$ cat config.mk
export PLATFORM = sky130hd
export DESIGN_NAME = shiftadd_dot_seq
export DESIGN_NICKNAME = d
export VERILOG_FILES = /design/src/rtl/shiftadd_dot_seq.sv
export SDC_FILE = /design/constraint.sdc
export NUM_CORES = 1
export LEC_CHECK = 0
export BUFFER_PORTS_ARGS = -buffer_cell sky130_fd_sc_hd__clkbuf_2
export CORE_MARGIN = 5
export CORE_UTILIZATION = 59
export CTS_BUF_LIST = sky130_fd_sc_hd__clkbuf_4 sky130_fd_sc_hd__clkbuf_8
export DETAILED_ROUTE_END_ITERATION = 7
export PLACE_DENSITY = 0.84
export SLEW_MARGIN = 30
export SYNTH_ARGS = -nofsm -noshare
export SYNTH_HDL_FRONTEND = slang
export SYNTH_SLANG_ARGS = --single-unit
$ cat constraint.sdc
create_clock -name i_clk -period 2.87 [get_ports i_clk]
set_input_delay 0.7175 -clock i_clk [delete_from_list [all_inputs] [get_ports i_clk]]
set_output_delay 0.7175 -clock i_clk [all_outputs]
set_load 0.005 [all_outputs]
$ cat src/rtl/shiftadd_dot_seq.sv
// ============================================================================
// shiftadd_dot_seq
//
// Dot-product sequencer in front of a 4x4 shift-add multiplier. Operand pairs
// arrive on a valid/ready stream. Each pair goes to the multiplier through
// mul_start/mul_a/mul_b. The 8-bit product is captured on the mul_flag pulse
// and added into a running sum. The result is presented on a valid/ready
// output when the pair marked in_last has been accumulated, or when MAX_LEN
// pairs have been accumulated (out_trunc is then set if in_last never came).
//
// Optional feature (macro SHIFTADD_DOT_TIMEOUT_EN):
//   A watchdog counts cycles in WAIT. After TMO_CYC cycles with no mul_flag
//   it sets the sticky err flag, drops the vector and returns to GUARD.
//   Without the macro, err is tied to 0 and WAIT waits indefinitely.
//
// Ports:
//   i_clk        rising-edge clock
//   i_rst_n      synchronous active-low reset
//   i_in_valid   operand pair valid          o_in_ready  pair accepted when high
//   i_in_a/b     4-bit operands              i_in_last   final pair of vector
//   o_mul_start  one-cycle start pulse       o_mul_a/b   registered operands
//   i_mul_flag   multiplier done pulse       i_mul_prod  8-bit product
//   o_out_valid  result valid                i_out_ready consumer accepts result
//   o_out_sum    dot-product sum             o_out_cnt   pairs accumulated
//   o_out_trunc  vector cut at MAX_LEN       o_err       sticky watchdog error
// ============================================================================
module shiftadd_dot_seq #(
   parameter int MAX_LEN   = 16,
   parameter int CNT_W     = 5,
   parameter int SUM_W     = 12,
   parameter int GUARD_CYC = 10,
   parameter int TMO_CYC   = 12
) (
   input  logic             i_clk,
   input  logic             i_rst_n,
   input  logic             i_in_valid,
   output logic             o_in_ready,
   input  logic [3:0]       i_in_a,
   input  logic [3:0]       i_in_b,
   input  logic             i_in_last,
   output logic             o_mul_start,
   output logic [3:0]       o_mul_a,
   output logic [3:0]       o_mul_b,
   input  logic             i_mul_flag,
   input  logic [7:0]       i_mul_prod,
   output logic             o_out_valid,
   input  logic             i_out_ready,
   output logic [SUM_W-1:0] o_out_sum,
   output logic [CNT_W-1:0] o_out_cnt,
   output logic             o_out_trunc,
   output logic             o_err
);

   // One cycle counter serves both the GUARD delay and the WAIT watchdog;
   // these two states never overlap, so a single counter is enough.
   localparam int TICK_MAX = (GUARD_CYC > TMO_CYC) ? GUARD_CYC : TMO_CYC;
   localparam int TW       = $clog2(TICK_MAX + 1);

   typedef enum logic [2:0] {
      S_GUARD,
      S_IDLE,
      S_ISSUE,
      S_WAIT,
      S_DONE
   } state_t;

   state_t           r_state;
   logic [TW-1:0]    r_tick_cnt;
   logic             r_last;
   logic [SUM_W-1:0] r_sum;
   logic [CNT_W-1:0] r_cnt;
   logic             r_trunc;
   logic             r_in_ready;
   logic             r_mul_start;
   logic [3:0]       r_mul_a;
   logic [3:0]       r_mul_b;
   logic             r_out_valid;

   logic [CNT_W-1:0] w_cnt_inc;
   logic [SUM_W-1:0] w_sum_add;

   assign w_cnt_inc = r_cnt + CNT_W'(1);
   assign w_sum_add = r_sum + {{(SUM_W-8){1'b0}}, i_mul_prod};

`ifdef SHIFTADD_DOT_TIMEOUT_EN
   logic r_err;
   assign o_err = r_err;
`else
   assign o_err = 1'b0;
`endif

   always_ff @(posedge i_clk) begin
      if (!i_rst_n) begin
         r_state     <= S_GUARD;
         r_tick_cnt  <= '0;
         r_last      <= 1'b0;
         r_sum       <= '0;
         r_cnt       <= '0;
         r_trunc     <= 1'b0;
         r_in_ready  <= 1'b0;
         r_mul_start <= 1'b0;
         r_mul_a     <= '0;
         r_mul_b     <= '0;
         r_out_valid <= 1'b0;
`ifdef SHIFTADD_DOT_TIMEOUT_EN
         r_err       <= 1'b0;
`endif
      end else begin
         case (r_state)
            // The multiplier has no reset: let any operation that was in
            // flight at reset run out before a new start is issued.
            S_GUARD: begin
               if (r_tick_cnt == TW'(GUARD_CYC - 1)) begin
                  r_state    <= S_IDLE;
                  r_in_ready <= 1'b1;
               end else begin
                  r_tick_cnt <= r_tick_cnt + TW'(1);
               end
            end
            S_IDLE: begin
               if (i_in_valid && r_in_ready) begin
                  r_mul_a     <= i_in_a;
                  r_mul_b     <= i_in_b;
                  r_last      <= i_in_last;
                  r_mul_start <= 1'b1;
                  r_in_ready  <= 1'b0;
                  r_state     <= S_ISSUE;
               end
            end
            S_ISSUE: begin
               r_mul_start <= 1'b0;
               r_tick_cnt  <= '0;
               r_state     <= S_WAIT;
            end
            S_WAIT: begin
               // Operands stay untouched here: the multiplier reads b
               // combinationally for the whole operation.
               if (i_mul_flag) begin
                  r_sum <= w_sum_add;
                  r_cnt <= w_cnt_inc;
                  if (r_last || (w_cnt_inc == CNT_W'(MAX_LEN))) begin
                     r_out_valid <= 1'b1;
                     r_trunc     <= ~r_last;
                     r_state     <= S_DONE;
                  end else begin
                     r_in_ready <= 1'b1;
                     r_state    <= S_IDLE;
                  end
               end
`ifdef SHIFTADD_DOT_TIMEOUT_EN
               else if (r_tick_cnt == TW'(TMO_CYC - 1)) begin
                  // Multiplier never answered: drop the vector and re-guard.
                  r_err      <= 1'b1;
                  r_sum      <= '0;
                  r_cnt      <= '0;
                  r_trunc    <= 1'b0;
                  r_tick_cnt <= '0;
                  r_state    <= S_GUARD;
               end else begin
                  r_tick_cnt <= r_tick_cnt + TW'(1);
               end
`endif
            end
            S_DONE: begin
               if (i_out_ready) begin
                  r_out_valid <= 1'b0;
                  r_sum       <= '0;
                  r_cnt       <= '0;
                  r_trunc     <= 1'b0;
                  r_in_ready  <= 1'b1;
                  r_state     <= S_IDLE;
               end
            end
            default: begin
               r_state <= S_GUARD;
            end
         endcase
      end
   end

   assign o_in_ready  = r_in_ready;
   assign o_mul_start = r_mul_start;
   assign o_mul_a     = r_mul_a;
   assign o_mul_b     = r_mul_b;
   assign o_out_valid = r_out_valid;
   assign o_out_sum   = r_sum;
   assign o_out_cnt   = r_cnt;
   assign o_out_trunc = r_trunc;

endmodule

==> results of run 1 <==
-- area by class of cell --
class / instances / area, um2
multi-input combinational: 162 / 1190
sequential: 37 / 741
inverter: 6 / 22.5
clock buffer: 5 / 37.5
tap: 46 / 57.6
clock inverter: 2 / 35.0
timing repair buffer: 51 / 258
fill: 278 / 970
-- flip-flops by register name, indices dropped and copies added (netlist names) --
register	cells
o_out_sum	12
o_mul_start	1
o_in_ready	1
o_mul_a	4
o_mul_b	4
o_out_trunc	1
r_tick_cnt	4
o_out_valid	1
r_state	3
o_out_cnt	5
r_last	1
-- through the flow --
stage	std cells	setup slack, ps	power (W)	util, %	hold slack, ps
global placement	302	581	0.000586	68.5	460
detailed placement	302	511	0.000587	68.5	462
floorplan	214	774	0.000564	-	458
finish	309	849	0.000920	70.7	476
CTS	309	858	0.000926	70.7	477
global route	309	671	0.000952	70.7	512
-- report_power, final --
part	total [W]	internal, W	switching (W)
Sequential	0.000522	0.000518	0.00000463
Clock	0.000345	0.000177	0.000168
Combinational	0.0000532	0.0000257	0.0000276
Total	0.000920	0.000721	0.000200
-- per-layer routing --
layer	track usage, %	up-vias	routed length (um)
met5	0	-	0
met4	7.44	0	75
met3	4.27	9	177
met2	31.9	42	2000
met1	24.3	799	1910
li1	-	862	-
-- kinds of logic (layout without fill, tap and decap cells) --
group / after synthesis / in the layout / synth area share [%]
other: 1 / 1 / 0.187
xor gates and xnor gates: 12 / 12 / 5.24
buffers and inverters: 15 / 64 / 3.68
muxes: 9 / 9 / 4.49
DFF: 37 / 37 / 37.0
AOI/OAI and AO/OA: 50 / 50 / 17.7
adders and majority gates: 12 / 12 / 7.87
and+or+nand+nor: 78 / 78 / 23.9
-- cells in the final DEF, fill, tap and decap left out, types with 2 or more instances in the layout --
cell	instances
o211ai_1	2
inv_1	6
nand4_1	2
o21ai_0	9
ha_1	11
o21a_1	4
and3b_1	2
o311ai_1	2
a211oi_1	4
o31ai_1	2
nand2b_1	5
o2111ai_1	2
dfxtp_1	37
nor3_1	4
clkbuf_4	5
nor2_1	20
mux2i_1	9
a21oi_1	10
nand3_1	6
xnor2_1	3
clkbuf_2	50
xor2_1	9
nor2b_1	14
a21boi_0	2
nand2_1	11
-- worst min path at each step --
| stage | startpoint | to | slack (ps) | cells after the start |
|---|---|---|---|---|
| after floorplan | o_out_trunc | o_out_trunc | 460 | 2 |
| final | o_out_trunc | o_out_trunc | 480 | 2 |
| after global routing | o_out_trunc | o_out_trunc | 510 | 2 |
| after global placement | o_out_trunc | o_out_trunc | 460 | 2 |
| after detailed placement | o_out_trunc | o_out_trunc | 460 | 2 |
| after CTS | o_out_trunc | o_out_trunc | 480 | 2 |
-- critical path, stage by stage --
cell and delay [ps]:
clkbuf_2 80, ha_1 180, inv_1 60, fa_1 370, nor2b_1 210, o31a_1 240, o21a_1 160, nor3_1 50
o31ai_1 210
==> reports/metrics.cfg, run 1 <==
[status]
status=complete, no violations

[yosys]
yosysTopAreaCell=dfxtp_1
syn_area_um2=2000
synth_area_leaders=dfxtp_1, ha_1, mux2i_1
async_flop_share_pct=0
avgSynthCellArea_um2=9.37
synth.distinct_cells=55
ys.flop_type=dfxtp_1
syn_inst=214
yosysMostFrequentCell=dfxtp_1
synthTopCellsByCount=dfxtp_1, nor2_1, nor2b_1, ha_1, nand2_1
ys_seq_area_share_pct=37.0
yosys_register_bits=37
synth_edf_count=0
synth.top_cell.area_share_pct=37.0
yosysWarnings=0
syn-num-nets=248

[sta]
setup_violations=0
timing.final.max_slew_violations=0
max_slew_margin_pct=63.0
setup_tns_ps=0
hold_viol_final=0
fin_crit_sh_pct=70.4
worst_slew_pin_slew_ps=549
fin_crit_ps=2020
rsz0062_at_grt=false
max_clock_freq_mhz=495
clock-skew-final_ps=5.34

[clock_tree]
clock_latency_ps=340
clockBufferDepth=2
cts_setup_buffers=0
cts.clk_slew.worst_paths_ps=110
cts_tree=done
cts_buffers=5
cts_sinks=37
cts_resized=0
clock-root-buffer=clkbuf_4
hold_buffers=0
cts_max_level=2

[grt]
grt.total_usage_pct=19.3
overflow=0
antenna_found_initial=0
grt_pass1_vias=1646
grt_max_degree=29
grt_pass1_wl_um=6930

[setup_path]
worstPathArrival_ps=2280
crit_path_end=o_out_sum[6]
worst_r2r_endpoint=o_out_sum[6]
r2r_cells=8
critPathLaunch=i_mul_prod[0]
critPathLaunchType=input pin
rrSetupSlack_ps=930
critPathMaxFanout=4
crit_path_end_kind=register
required_ps=3130
reg2reg_from=o_out_sum[0]
worstSetupPathType=in -> reg

[cells_and_area]
finalNetCount=297
syn2layout_area_growth_pct=16.8
fin_area_um2=2340
antenna_cells=0
drive_gt1_share_pct=26.6

[detailed_routing]
drc_errors=0
wl_per_cell_um=13.5
via_per_inst=5.54
vias=1712
drt_wl_total_um=4170
drt_iter0_markers=68
antenna_left=0
firstDrtPassIters=4

[flow_run]
max-cap-violations=0

[floorplan]
die_x_um=68.3
die-height_um=68.3
initial_core_util_pct=60.5
dieArea_um2=4660
std_cell_rows=21
fp.coreArea_um2=3310
ios=52

[placed_design]
placed_area_um2=2270
hpwl_um=3120
port_buffers=50
gp_congestion=0.782

[pwr]
power_density_nw_per_um2=393
vdd_drop_max_mv=0.208
p_leak_nw=0.997

[min_path]
hold_path_class=reg -> reg

No activity file was read; power rests on OpenSTA's default activity.
==> run 2, diff against run 1 <==
--- a/config.mk
+++ b/config.mk
@@ -5,12 +5,13 @@
 export SDC_FILE = /design/constraint.sdc
 export NUM_CORES = 1
 export LEC_CHECK = 0
+export ABC_AREA = 1
 export BUFFER_PORTS_ARGS = -buffer_cell sky130_fd_sc_hd__clkbuf_2
 export CORE_MARGIN = 5
-export CORE_UTILIZATION = 59
+export CORE_UTILIZATION = 49
 export CTS_BUF_LIST = sky130_fd_sc_hd__clkbuf_4 sky130_fd_sc_hd__clkbuf_8
 export DETAILED_ROUTE_END_ITERATION = 7
-export PLACE_DENSITY = 0.84
+export PLACE_DENSITY = 0.74
 export SLEW_MARGIN = 30
 export SYNTH_ARGS = -nofsm -noshare
 export SYNTH_HDL_FRONTEND = slang
==> constraint.sdc (replaced) <==
create_clock -name i_clk -period 1.8 [get_ports i_clk]
set_input_delay 0.45 -clock i_clk [delete_from_list [all_inputs] [get_ports i_clk]]
set_output_delay 0.45 -clock i_clk [all_outputs]
set_load 0.005 [all_outputs]
==> run 2 against run 1 <==
Cell area increased by 5.8%. Via count is 17% higher. Synthesized cell count increased by 35%. Sequential power increased by 67%. Critical endpoint is now o_out_sum[8]. Largest power group unchanged. Highest routed layer unchanged.
==> reports/metrics.cfg, run 2 <==
[status]
status=complete, no violations

[setup_path]
worstPathArrival_ps=1840  ; -440 ps
crit_path_end_kind=register
worstSetupPathType=reg -> reg
critPathMaxFanout=3  ; -1
critPathLaunchType=register
required_ps=1980  ; -1150 ps

[clock_tree]
cts_max_level=2  ; unchanged
cts_tree=done
cts.clk_slew.worst_paths_ps=70  ; -40 ps
clock_latency_ps=290  ; -50 ps
cts_sinks=37  ; unchanged
cts_buffers=5  ; unchanged
clockBufferDepth=2  ; unchanged
clock-root-buffer=clkbuf_8

[yosys]
synth_edf_count=0  ; unchanged
synth.top_cell.area_share_pct=37.0  ; +0.093 points
syn_inst=288  ; +35%
yosysTopAreaCell=dfxtp_1
synthMuxAreaShare_pct=0  ; -4.5 points
ys_seq_area_share_pct=37.0  ; +0.093 points
yosysMostFrequentCell=nand2_1
syn-num-nets=322  ; +30%
synth-compound-area-share_pct=14.0  ; -3.7 points
synth_area_leaders=dfxtp_1, nand2_1, a21oi_1
synthTopCellsByCount=nand2_1, dfxtp_1, nor2_1, inv_1, a21oi_1
synth_simple_gate_area_share_pct=31.7  ; +7.8 points
avgSynthCellArea_um2=6.94  ; -26%
async_flop_share_pct=0  ; unchanged
yosys.area_share.adder_pct=7.88  ; +0.020 points
yosys_register_bits=37  ; unchanged
syn_area_um2=2000  ; -0.25%
synth.distinct_cells=30  ; -45%
yosysWarnings=0  ; unchanged
ys.flop_type=dfxtp_1
synthXorXnorAreaFrac_pct=1.31  ; -3.9 points
synth_top_family_by_area=simple AND/OR/NAND/NOR gates

[cells_and_area]
seq_area_um2=742  ; +0.17%
drive_gt1_share_pct=24.6  ; -2.0 points
final_common_cell=nand2_1
layout_common_cells=nand2_1, clkbuf_2, dfxtp_1
fin_cells=403  ; +30%
fill_cells=368  ; +32%
antenna_cells=0  ; unchanged
largest_register_ffs=12  ; unchanged
multiInputGateArea_um2=1110  ; -6.9%
syn2layout_area_growth_pct=23.9
finalNetCount=387  ; +30%
post-route-util_pct=62.4  ; -8.3 points

[pwr]
power_density_nw_per_um2=673  ; +71%
vdd_drop_max_mv=0.549  ; +160%
p_seq_share_pct=52.4  ; -4.3 points
p_int_w=0.00123  ; +71%
swShare_pct=26.2  ; +4.4 points
p_comb_share_pct=11.6  ; +5.8 points
total_power_w=0.00167  ; +81%
p_clk_share_pct=36.0  ; -1.5 points
p_sw_w=0.000436  ; +120%
p_leak_nw=1.23  ; +24%

[detailed_routing]
via_per_inst=4.98  ; -10%
drt_wl_total_um=4660  ; +12%
antenna_left=0  ; unchanged
vias=2006  ; +17%
drc_errors=0  ; unchanged
firstDrtPassIters=4  ; unchanged
drt_iter0_markers=126  ; +85%
wl_per_cell_um=11.6  ; -14%

[sta]
setup_tns_ps=0  ; unchanged
timing.final.max_slew_violations=0  ; unchanged
clock-skew-final_ps=2.36  ; -2.98 ps
hold_viol_final=0  ; unchanged
fin_crit_ps=1660
whs_ps=407  ; -68.6 ps
max_clock_freq_mhz=603
setup_violations=0  ; unchanged
fin_crit_sh_pct=92.2

[floorplan]
fp.coreArea_um2=3970  ; +20%
initial_core_util_pct=50.3  ; -10 points
std_cell_rows=23  ; +9.5%
ios=52  ; unchanged
dieArea_um2=5460  ; +17%
die-height_um=73.9  ; +8.2%
die_x_um=73.9  ; +8.2%

[grt]
overflow=0  ; unchanged
grt_pass1_wl_um=7980  ; +15%
antenna_found_initial=0  ; unchanged
grt.total_usage_pct=18.5  ; -0.75 points
grt_pass1_vias=1855  ; +13%
grt_max_degree=14  ; -52%

[placed_design]
dp.cells=395  ; +31%
gp_congestion=0.824  ; +5.3%
hpwl_um=3600  ; +16%
port_buffers=50  ; unchanged

[flow_run]
max-cap-violations=0  ; unchanged

[min_path]
hold_path_class=in -> reg

[run 2: path summary, 6_finish.rpt]
path,start,to,slack (ps),cells past startpoint
setup / recovery,o_out_sum[0],o_out_sum[8],140,11
hold / removal,i_in_b[3],o_mul_b[3],410,3
setup reg to reg,o_out_sum[0],o_out_sum[8],140,11
hold reg to reg,o_mul_start,o_mul_start,460,2
[run 2: logic make-up after synthesis]
| group | Yosys count |
|---|---|
| XOR/XNOR | 3 |
| adder cells (fa/ha/maj) | 12 |
| other | 1 |
| AND/OR/NAND/NOR | 144 |
| flip-flops | 37 |
| AO/OA/AOI/OAI | 53 |
| buffers and inverters | 38 |
[run 2: worst max-delay path, cell delays in order, from the launching register on]
cell and delay [ps]:
dfxtp_2 330, ha_2 160, inv_1 50, fa_1 360, inv_1 80, nand3_1 90
nand3_2 90, nand2_1 60, nand2_1 80, nand2_1 60, xor2_1 150, nor2_1 50
[run 2: power by group through the flow]
stage / clock network, W / registers, W / logic (W)
after floorplan: 0 / 0.000889 / 0.000129
after global routing: 0.000641 / 0.000879 / 0.000225
after detailed placement: 0 / 0.000893 / 0.000192
after CTS: 0.000605 / 0.000874 / 0.000193
final: 0.000600 / 0.000874 / 0.000193
after global placement: 0 / 0.000893 / 0.000188
[run 2: per-stage QoR]
step | instance area, um2 | worst slack [ps]
2_1_floorplan | 2000 | 92.1
3_3_place_gp | 2370 | -25.4
3_5_place_dp | 2370 | -71.6
4_1_cts | 2460 | 91.5
5_1_grt | 2480 | -11.9
6_report | 2480 | 141
[run 2: layout make-up]
class	count	area share, %
multi-input cells	213	44.7
flip-flops and latches	37	29.9
repair buffers	64	14.3
inverters	32	4.85
clock buffers	6	3.33
well taps	50	2.53
clock inverters	1	0.303
[run 2: repair_timing]
action                                  CTS  global route
setup buffers                             0             1
hold buffers                              0             0
endpoints found under the setup margin    0             3
gates resized for setup                   0             3
[run 2: routing by layer]
| layer | track usage, % | share of wire (%) | vias up |
|---|---|---|---|
| li1 | - | - | 1070 |
| met1 | 22.5 | 45 | 878 |
| met2 | 31.5 | 47 | 53 |
| met3 | 5.47 | 7.1 | 5 |
| met4 | 5.43 | 1.1 | 0 |
| met5 | 0 | 0 | - |
